==> src/rtl/inst_fetch_ctrl_pkg.sv <==
// Shared definitions for the instruction fetch controller: datapath widths,
// PC increment, default reset PC, FSM state encoding and FIFO entry layout.
package inst_fetch_ctrl_pkg;

    localparam int INST_W = 32;
    localparam int PC_W   = 32;

    localparam logic [PC_W-1:0] PC_INC           = 32'd4;
    localparam logic [PC_W-1:0] DEFAULT_RESET_PC = 32'h0000_0000;

    // RESET_WAIT: first cycle after reset release, nothing is issued.
    // RUN: normal issuing. FLUSH: the cycle right after a redirect was taken.
    typedef enum logic [1:0] {
        RESET_WAIT = 2'd0,
        RUN        = 2'd1,
        FLUSH      = 2'd2
    } fetch_state_e;

    // One buffered instruction together with the address it was fetched from.
    typedef struct packed {
        logic [PC_W-1:0]   pc;
        logic [INST_W-1:0] inst;
    } fetch_entry_t;

    // Instruction memory is word addressed; the two byte-offset bits are forced to zero.
    function automatic logic [PC_W-1:0] word_align(input logic [PC_W-1:0] addr);
        return addr & ~PC_W'(3);
    endfunction

endpackage

==> src/rtl/inst_fetch_ctrl_if.sv <==
// Bus bundle of the fetch controller: instruction-memory port, redirect
// request and the fetched-instruction output stream.
//
// Output stream handshake: out_valid says out_inst/out_pc carry a fetched
// instruction; the entry is consumed on a rising clk edge where out_valid and
// out_ready are both 1. out_valid never depends combinationally on out_ready,
// and the producer keeps out_inst/out_pc stable until the entry is consumed
// (or the stream is flushed by a redirect or reset).
interface inst_fetch_ctrl_if;
    import inst_fetch_ctrl_pkg::*;

    logic [PC_W-1:0]   imem_addr;
    logic [INST_W-1:0] imem_inst;
    logic              redirect;
    logic [PC_W-1:0]   redirect_pc;
    logic              out_valid;
    logic              out_ready;
    logic [INST_W-1:0] out_inst;
    logic [PC_W-1:0]   out_pc;

    // The fetch controller side.
    modport master (
        output imem_addr, out_valid, out_inst, out_pc,
        input  imem_inst, redirect, redirect_pc, out_ready
    );

    // The environment side: memory, redirect source and consumer.
    modport slave (
        input  imem_addr, out_valid, out_inst, out_pc,
        output imem_inst, redirect, redirect_pc, out_ready
    );

endinterface

==> src/rtl/fetch_fifo.sv <==
// Small output buffer for fetched instructions: synchronous push/pop/flush,
// occupancy count, head entry shown combinationally (zero when empty).
module fetch_fifo
    import inst_fetch_ctrl_pkg::*;
#(
    parameter  int DEPTH = 3,
    localparam int CW    = $clog2(DEPTH + 1)
) (
    input  logic          clk,
    input  logic          rst_n,
    input  logic          push,
    input  fetch_entry_t  din,
    input  logic          pop,
    input  logic          flush,
    output fetch_entry_t  dout,
    output logic [CW-1:0] count
);

    localparam int            PW   = (DEPTH > 2) ? 2 : 1;
    localparam logic [CW-1:0] FULL = CW'(DEPTH);
    localparam logic [PW-1:0] LAST = PW'(DEPTH - 1);

    fetch_entry_t  mem [DEPTH];
    logic [PW-1:0] rd_ptr;
    logic [PW-1:0] wr_ptr;
    logic          do_push;
    logic          do_pop;

    // Pointers wrap at DEPTH, which need not be a power of two.
    function automatic logic [PW-1:0] bump(input logic [PW-1:0] p);
        return (p == LAST) ? '0 : p + PW'(1);
    endfunction

    assign do_pop  = pop && (count != '0);
    assign do_push = push && ((count != FULL) || do_pop);
    assign dout    = (count != '0) ? mem[rd_ptr] : '0;

    // Pointer and occupancy bookkeeping; flush empties the buffer in one cycle.
    always_ff @(posedge clk or negedge rst_n) begin
        if (!rst_n) begin
            rd_ptr <= '0;
            wr_ptr <= '0;
            count  <= '0;
        end else if (flush) begin
            rd_ptr <= '0;
            wr_ptr <= '0;
            count  <= '0;
        end else begin
            if (do_push) wr_ptr <= bump(wr_ptr);
            if (do_pop)  rd_ptr <= bump(rd_ptr);
            if (do_push && !do_pop)      count <= count + CW'(1);
            else if (do_pop && !do_push) count <= count - CW'(1);
        end
    end

    // Entry storage; contents are only visible while counted as valid.
    always_ff @(posedge clk) begin
        if (do_push && !flush) mem[wr_ptr] <= din;
    end

endmodule

==> src/rtl/inst_fetch_ctrl.sv <==
// Instruction fetch controller: issues word addresses to a synchronous
// instruction memory, buffers returned instructions with their PCs and
// presents them as a valid/ready stream. Redirects flush everything fetched
// so far and restart fetching at the new target.
module inst_fetch_ctrl
    import inst_fetch_ctrl_pkg::*;
#(
    parameter logic [31:0] RESET_PC   = DEFAULT_RESET_PC,
    parameter int          FIFO_DEPTH = 3
) (
    input  logic              clk,
    input  logic              rst_n,
    inst_fetch_ctrl_if.master bus,
    output fetch_state_e      dbg_state
);

    localparam int            CW      = $clog2(FIFO_DEPTH + 1);
    localparam logic [CW-1:0] DEPTH_C = CW'(FIFO_DEPTH);

    fetch_state_e    state;
    logic [PC_W-1:0] fetch_pc;
    logic [PC_W-1:0] resp_pc;
    logic            inflight;
    logic            issue;
    logic            push;
    logic            pop;
    logic [CW-1:0]   fifo_count;
    logic [CW-1:0]   occupancy;
    fetch_entry_t    push_entry;
    fetch_entry_t    head;

    // Buffered plus in-flight instructions; issuing only while this is below
    // the buffer depth guarantees every response has a free slot. Only
    // registered values feed it, so out_ready never reaches imem_addr.
    assign occupancy  = fifo_count + CW'(inflight);
    assign issue      = !bus.redirect && (state != RESET_WAIT) && (occupancy < DEPTH_C);
    // A response arriving in a redirect cycle belongs to the abandoned path.
    assign push       = inflight && !bus.redirect;
    assign pop        = bus.out_valid && bus.out_ready;
    assign push_entry = '{pc: resp_pc, inst: bus.imem_inst};

    assign bus.imem_addr = fetch_pc;
    assign bus.out_valid = (fifo_count != '0);
    assign bus.out_inst  = head.inst;
    assign bus.out_pc    = head.pc;
    assign dbg_state     = state;

    // Fetch FSM together with the fetch PC and the response-tracking registers.
    always_ff @(posedge clk or negedge rst_n) begin
        if (!rst_n) begin
            state    <= RESET_WAIT;
            fetch_pc <= word_align(RESET_PC);
            resp_pc  <= '0;
            inflight <= 1'b0;
        end else if (bus.redirect) begin
            state    <= FLUSH;
            fetch_pc <= word_align(bus.redirect_pc);
            inflight <= 1'b0;
        end else begin
            state    <= RUN;
            inflight <= issue;
            if (issue) begin
                fetch_pc <= fetch_pc + PC_INC;
                resp_pc  <= fetch_pc;
            end
        end
    end

    fetch_fifo #(
        .DEPTH (FIFO_DEPTH)
    ) u_fifo (
        .clk   (clk),
        .rst_n (rst_n),
        .push  (push),
        .din   (push_entry),
        .pop   (pop),
        .flush (bus.redirect),
        .dout  (head),
        .count (fifo_count)
    );

endmodule

==> src/flat_wrapper.sv <==
// flat-port wrapper written by rule: the top's interface ports become plain ports
module inst_fetch_ctrl_flat import inst_fetch_ctrl_pkg::*;
#(
    parameter logic [31:0] RESET_PC   = DEFAULT_RESET_PC,
    parameter int          FIFO_DEPTH = 3
)
  (clk, rst_n, dbg_state, bus_imem_addr, bus_out_valid, bus_out_inst, bus_out_pc, bus_imem_inst, bus_redirect, bus_redirect_pc, bus_out_ready);
  inst_fetch_ctrl_if bus_i ();
  input  logic clk;
  input  logic rst_n;
  output fetch_state_e dbg_state;
  output wire logic [$bits(bus_i.imem_addr)-1:0] bus_imem_addr;
  output wire logic [$bits(bus_i.out_valid)-1:0] bus_out_valid;
  output wire logic [$bits(bus_i.out_inst)-1:0] bus_out_inst;
  output wire logic [$bits(bus_i.out_pc)-1:0] bus_out_pc;
  input wire logic [$bits(bus_i.imem_inst)-1:0] bus_imem_inst;
  input wire logic [$bits(bus_i.redirect)-1:0] bus_redirect;
  input wire logic [$bits(bus_i.redirect_pc)-1:0] bus_redirect_pc;
  input wire logic [$bits(bus_i.out_ready)-1:0] bus_out_ready;
  assign bus_imem_addr = bus_i.imem_addr;
  assign bus_out_valid = bus_i.out_valid;
  assign bus_out_inst = bus_i.out_inst;
  assign bus_out_pc = bus_i.out_pc;
  assign bus_i.imem_inst = bus_imem_inst;
  assign bus_i.redirect = bus_redirect;
  assign bus_i.redirect_pc = bus_redirect_pc;
  assign bus_i.out_ready = bus_out_ready;
  inst_fetch_ctrl #(.RESET_PC(RESET_PC), .FIFO_DEPTH(FIFO_DEPTH)) u_core (.clk(clk), .rst_n(rst_n), .bus(bus_i), .dbg_state(dbg_state));
endmodule
==> config.mk <==
export PLATFORM = sky130hd
export DESIGN_NAME = inst_fetch_ctrl_flat
export DESIGN_NICKNAME = d
export VERILOG_FILES = /design/src/rtl/inst_fetch_ctrl_pkg.sv /design/src/rtl/inst_fetch_ctrl_if.sv /design/src/rtl/fetch_fifo.sv /design/src/rtl/inst_fetch_ctrl.sv /design/src/flat_wrapper.sv
export SDC_FILE = /design/constraint.sdc
export NUM_CORES = 1
export LEC_CHECK = 0
export CORE_MARGIN = 1.5
export CORE_UTILIZATION = 55
export DETAILED_ROUTE_END_ITERATION = 8
export HOLD_SLACK_MARGIN = 0.08
export PLACE_DENSITY = 0.86
export RECOVER_POWER = 25
export SYNTH_ARGS = -nofsm -noshare
export SYNTH_HDL_FRONTEND = slang
export SYNTH_SLANG_ARGS = --single-unit
export TNS_END_PERCENT = 20
==> constraint.sdc <==
create_clock -name clk -period 18.6 [get_ports clk]
set_input_delay 3.72 -clock clk [delete_from_list [all_inputs] [get_ports clk]]
set_output_delay 3.72 -clock clk [all_outputs]
set_load 0.03 [all_outputs]
==> results_dict.tcl <==
set metrics [dict create \
    final_net_count 1029 \
    crit_type "input port to register" \
    ys_dominant_reg_cell "sky130_fd_sc_hd__edfxtp_1" \
    clk_root_buffer_cell "sky130_fd_sc_hd__clkbuf_16" \
    path_buf_inv 4 \
    antenna_found_initial 0 \
    postCtsSetupBuffers 0 \
    antenna_cells 0 \
    drtPass1Iterations 5 \
    route.antenna.remaining_nets 0 \
    core_footprint_um2 18800 \
    largest_driver_fanout_on_the_critical_path 50 \
    area_delta_synth_final_pct 25.1 \
    io_pins 167 \
    clock_latency_ns 0.51 \
    cts_max_level 1 \
    post-route-drc-count 0 \
    yosys_warnings 0 \
    netlist_area_um2 10600 \
    worst_ir_drop_vdd_v 0.0000664 \
    post-route-util 0.706 \
    finalCritPeriodShare 0.372 \
    synth_seq_area_share 0.688 \
    cellLeakagePower_nw 4.62 \
    io_buffer_count 160 \
    critPathCaptureType "register" \
    dieHeight_um 142 \
    routed_via_density 5.64 \
    setup_viol 0 \
    postSynth.asyncResetShare 0.271 \
    relSlewSlack 0.210 \
    arrival_ns 7.12 \
    hpwlAfterDp_um 13300 \
    first_global_vias 6884 \
    die_x_um 142 \
    cellPowerDensity_nw_per_um2 104 \
    unrepaired_setup_endpoints_after_global_routing "false" \
    wl_um 22100 \
    final.setup_skew_ns 0.00887 \
    cp_cell_sequence "clkdlybuf4s50_1 -> buf_4 -> clkinv_1 -> o211ai_1 -> nor2_1 -> and2_2 -> buf_4" \
    cts_num_sinks 255 \
    slew_violations 0 \
    grt_start_max_net_pins 112 \
    period_needed_ns 6.92 \
    worstHoldPathType "register to register" \
    weighted_congestion_at_the_end_of_routability_driven_global_placement 0.881 \
    dr_total_vias 6993 \
    tritoncts_clock_tree "yes" \
    grt_usage 0.219 \
    drtIter0Drc 451 \
    synth_register_bits 255 \
    worst_slew_pin_slew_ns 1.19 \
    die_area_um2 20200 \
    synth_edf_count 186 \
    yosys.cell_types.count 50 \
    clkTransAtPathRegs_ns 0.06 \
    cts_inserted_buffers 26 \
    row_count 50 \
    syn_area_per_cell_um2 13.1 \
    detail_route.wl_per_cell_um 17.8 \
    slowest_stage "sky130_fd_sc_hd__clkinv_1" \
    outcome "completed" \
    clock_path_buffers 3 \
    required_ns 18.80 \
    worst_setup_path_start_kind "input port" \
    start_util 0.565 \
    max_freq_mhz 145 \
    layout_cells_sized_above_1 0.100 \
    cts.repair.resized 0 \
    crit_top_cell "sky130_fd_sc_hd__buf_4" \
    totalNegativeSetupSlack_ns 0 \
    critical_path.top_delay_family "buffers and inverters" \
    drv_cap 0 \
    cp_slowest_stage_delay_ns 0.88 \
    synthCells 811 \
    grt_pass1_wl_um 35100 \
    cts_hold_repair.buffers 0 \
    global_route.overflow_total 0 \
    final_hold_viol_count 0 \
]
==> cells in the final DEF (no fill, tap or decap), types with 10 or more instances in the layout <==
master and n:
sky130_fd_sc_hd__dlygate4sd3_1 21, sky130_fd_sc_hd__edfxtp_1 186, sky130_fd_sc_hd__nand2_1 26, sky130_fd_sc_hd__clkbuf_16 29
sky130_fd_sc_hd__a31oi_1 13, sky130_fd_sc_hd__a21oi_1 68, sky130_fd_sc_hd__clkdlybuf4s50_1 138, sky130_fd_sc_hd__buf_4 10
sky130_fd_sc_hd__nand3_1 21, sky130_fd_sc_hd__o21ai_0 12, sky130_fd_sc_hd__mux2_2 30, sky130_fd_sc_hd__dfrtp_1 67
sky130_fd_sc_hd__or4_1 10, sky130_fd_sc_hd__mux2i_1 63, sky130_fd_sc_hd__nor2_1 147
==> layout make-up <==
type / instances / area, um^2
clock inverter: 10 / 57.6
sequential: 255 / 7320
timing repair buffer: 170 / 1670
tap: 260 / 325
fill: 1254 / 5530
inverter: 6 / 22.5
clock buffer: 38 / 800
multi-input combinational: 500 / 3100
==> layer usage <==
layer,GRT usage,routed length (um),vias up
li1,-,-,3316
met1,0.299,9820,3408
met2,0.367,10600,235
met3,0.0370,1280,34
met4,0.0597,391,0
met5,0,0,-
==> stage by stage <==
step / instances / power [mW] / cell area (um^2) / setup slack, ns / hold WS, ns
global route: 1239 / 1.44 / 13300 / 11.40 / 0.506
floorplan: 814 / 0.811 / 10600 / 9.50 / 0.455
detailed placement: 1191 / 0.895 / 12400 / 11.17 / 0.478
global placement: 1191 / 0.886 / 12400 / 11.33 / 0.467
CTS: 1239 / 1.40 / 13300 / 11.69 / 0.491
finish: 1239 / 1.39 / 13300 / 11.68 / 0.490
==> sequential cells by signal (all words and copies together), names as in the netlist <==
signal	flops
u_core.u_fifo.mem	186
u_core.u_fifo.wr_ptr	2
u_core.u_fifo.count	2
u_core.dbg_state	2
u_core.bus.imem_addr	30
u_core.resp_pc	30
u_core.u_fifo.rd_ptr	2
u_core.inflight	1
==> synthesized netlist by cell type (6+ instances only) <==
cell                       count  share of area
sky130_fd_sc_hd__clkbuf_1     31          0.011
sky130_fd_sc_hd__buf_1         8         0.0028
sky130_fd_sc_hd__dfrtp_1      69           0.16
sky130_fd_sc_hd__o311ai_0      8         0.0066
sky130_fd_sc_hd__nand4_1       8         0.0047
sky130_fd_sc_hd__o21ai_0      12         0.0056
sky130_fd_sc_hd__nand2_1      26         0.0092
sky130_fd_sc_hd__or4_1        10         0.0071
sky130_fd_sc_hd__nor2_1      149          0.053
sky130_fd_sc_hd__mux2_2       30          0.032
sky130_fd_sc_hd__mux2i_1      63          0.059
sky130_fd_sc_hd__nor3_1        6         0.0028
sky130_fd_sc_hd__a21oi_1      68          0.032
sky130_fd_sc_hd__a31oi_1      13         0.0076
sky130_fd_sc_hd__edfxtp_1    186           0.53
sky130_fd_sc_hd__buf_2        10         0.0047
sky130_fd_sc_hd__o31ai_1       8         0.0056
sky130_fd_sc_hd__nand3_1      21         0.0099
==> report_power, final <==
group	internal, mW	switching [mW]
combinational	0.0817	0.103
clock	0.299	0.205
sequential	0.659	0.0392
total	1.04	0.347
==> worst paths after layout <==
path / slack (ns) / to / startpoint / cells after the start
hold reg to reg: 0.49 / u_core.u_fifo.mem[2][44]$_DFFE_PP_ / u_core.resp_pc[12]$_DFFE_PN0P_ / 0
hold / removal: 0.49 / u_core.u_fifo.mem[2][44]$_DFFE_PP_ / u_core.resp_pc[12]$_DFFE_PN0P_ / 0
min in group asynchronous: 3.38 / u_core.bus.imem_addr[3]$_DFFE_PN0P_ / rst_n / 2
max in group asynchronous: 14.51 / u_core.u_fifo.rd_ptr[0]$_DFFE_PN0P_ / rst_n / 2
setup / recovery: 11.68 / u_core.u_fifo.mem[1][14]$_DFFE_PP_ / bus_redirect / 7
setup reg to reg: 15.81 / u_core.resp_pc[13]$_DFFE_PN0P_ / u_core.u_fifo.count[0]$_DFFE_PN0P_ / 6
==> cells by family (layout without fill, tap and decap cells) <==
kind of cell | after synthesis | after routing | synth area share
AND/OR/NAND/NOR | 259 | 259 | 0.112
flip-flops | 255 | 255 | 0.688
adder cells (fa/ha/maj) | 2 | 2 | 0.00235
other | 1 | 4 | 0.000353
multiplexers | 93 | 93 | 0.0911
buffers and inverters | 59 | 224 | 0.0234
XOR/XNOR | 6 | 6 | 0.00494
AO/OA/AOI/OAI | 136 | 136 | 0.0779
(Power assumes the default switching activity.)
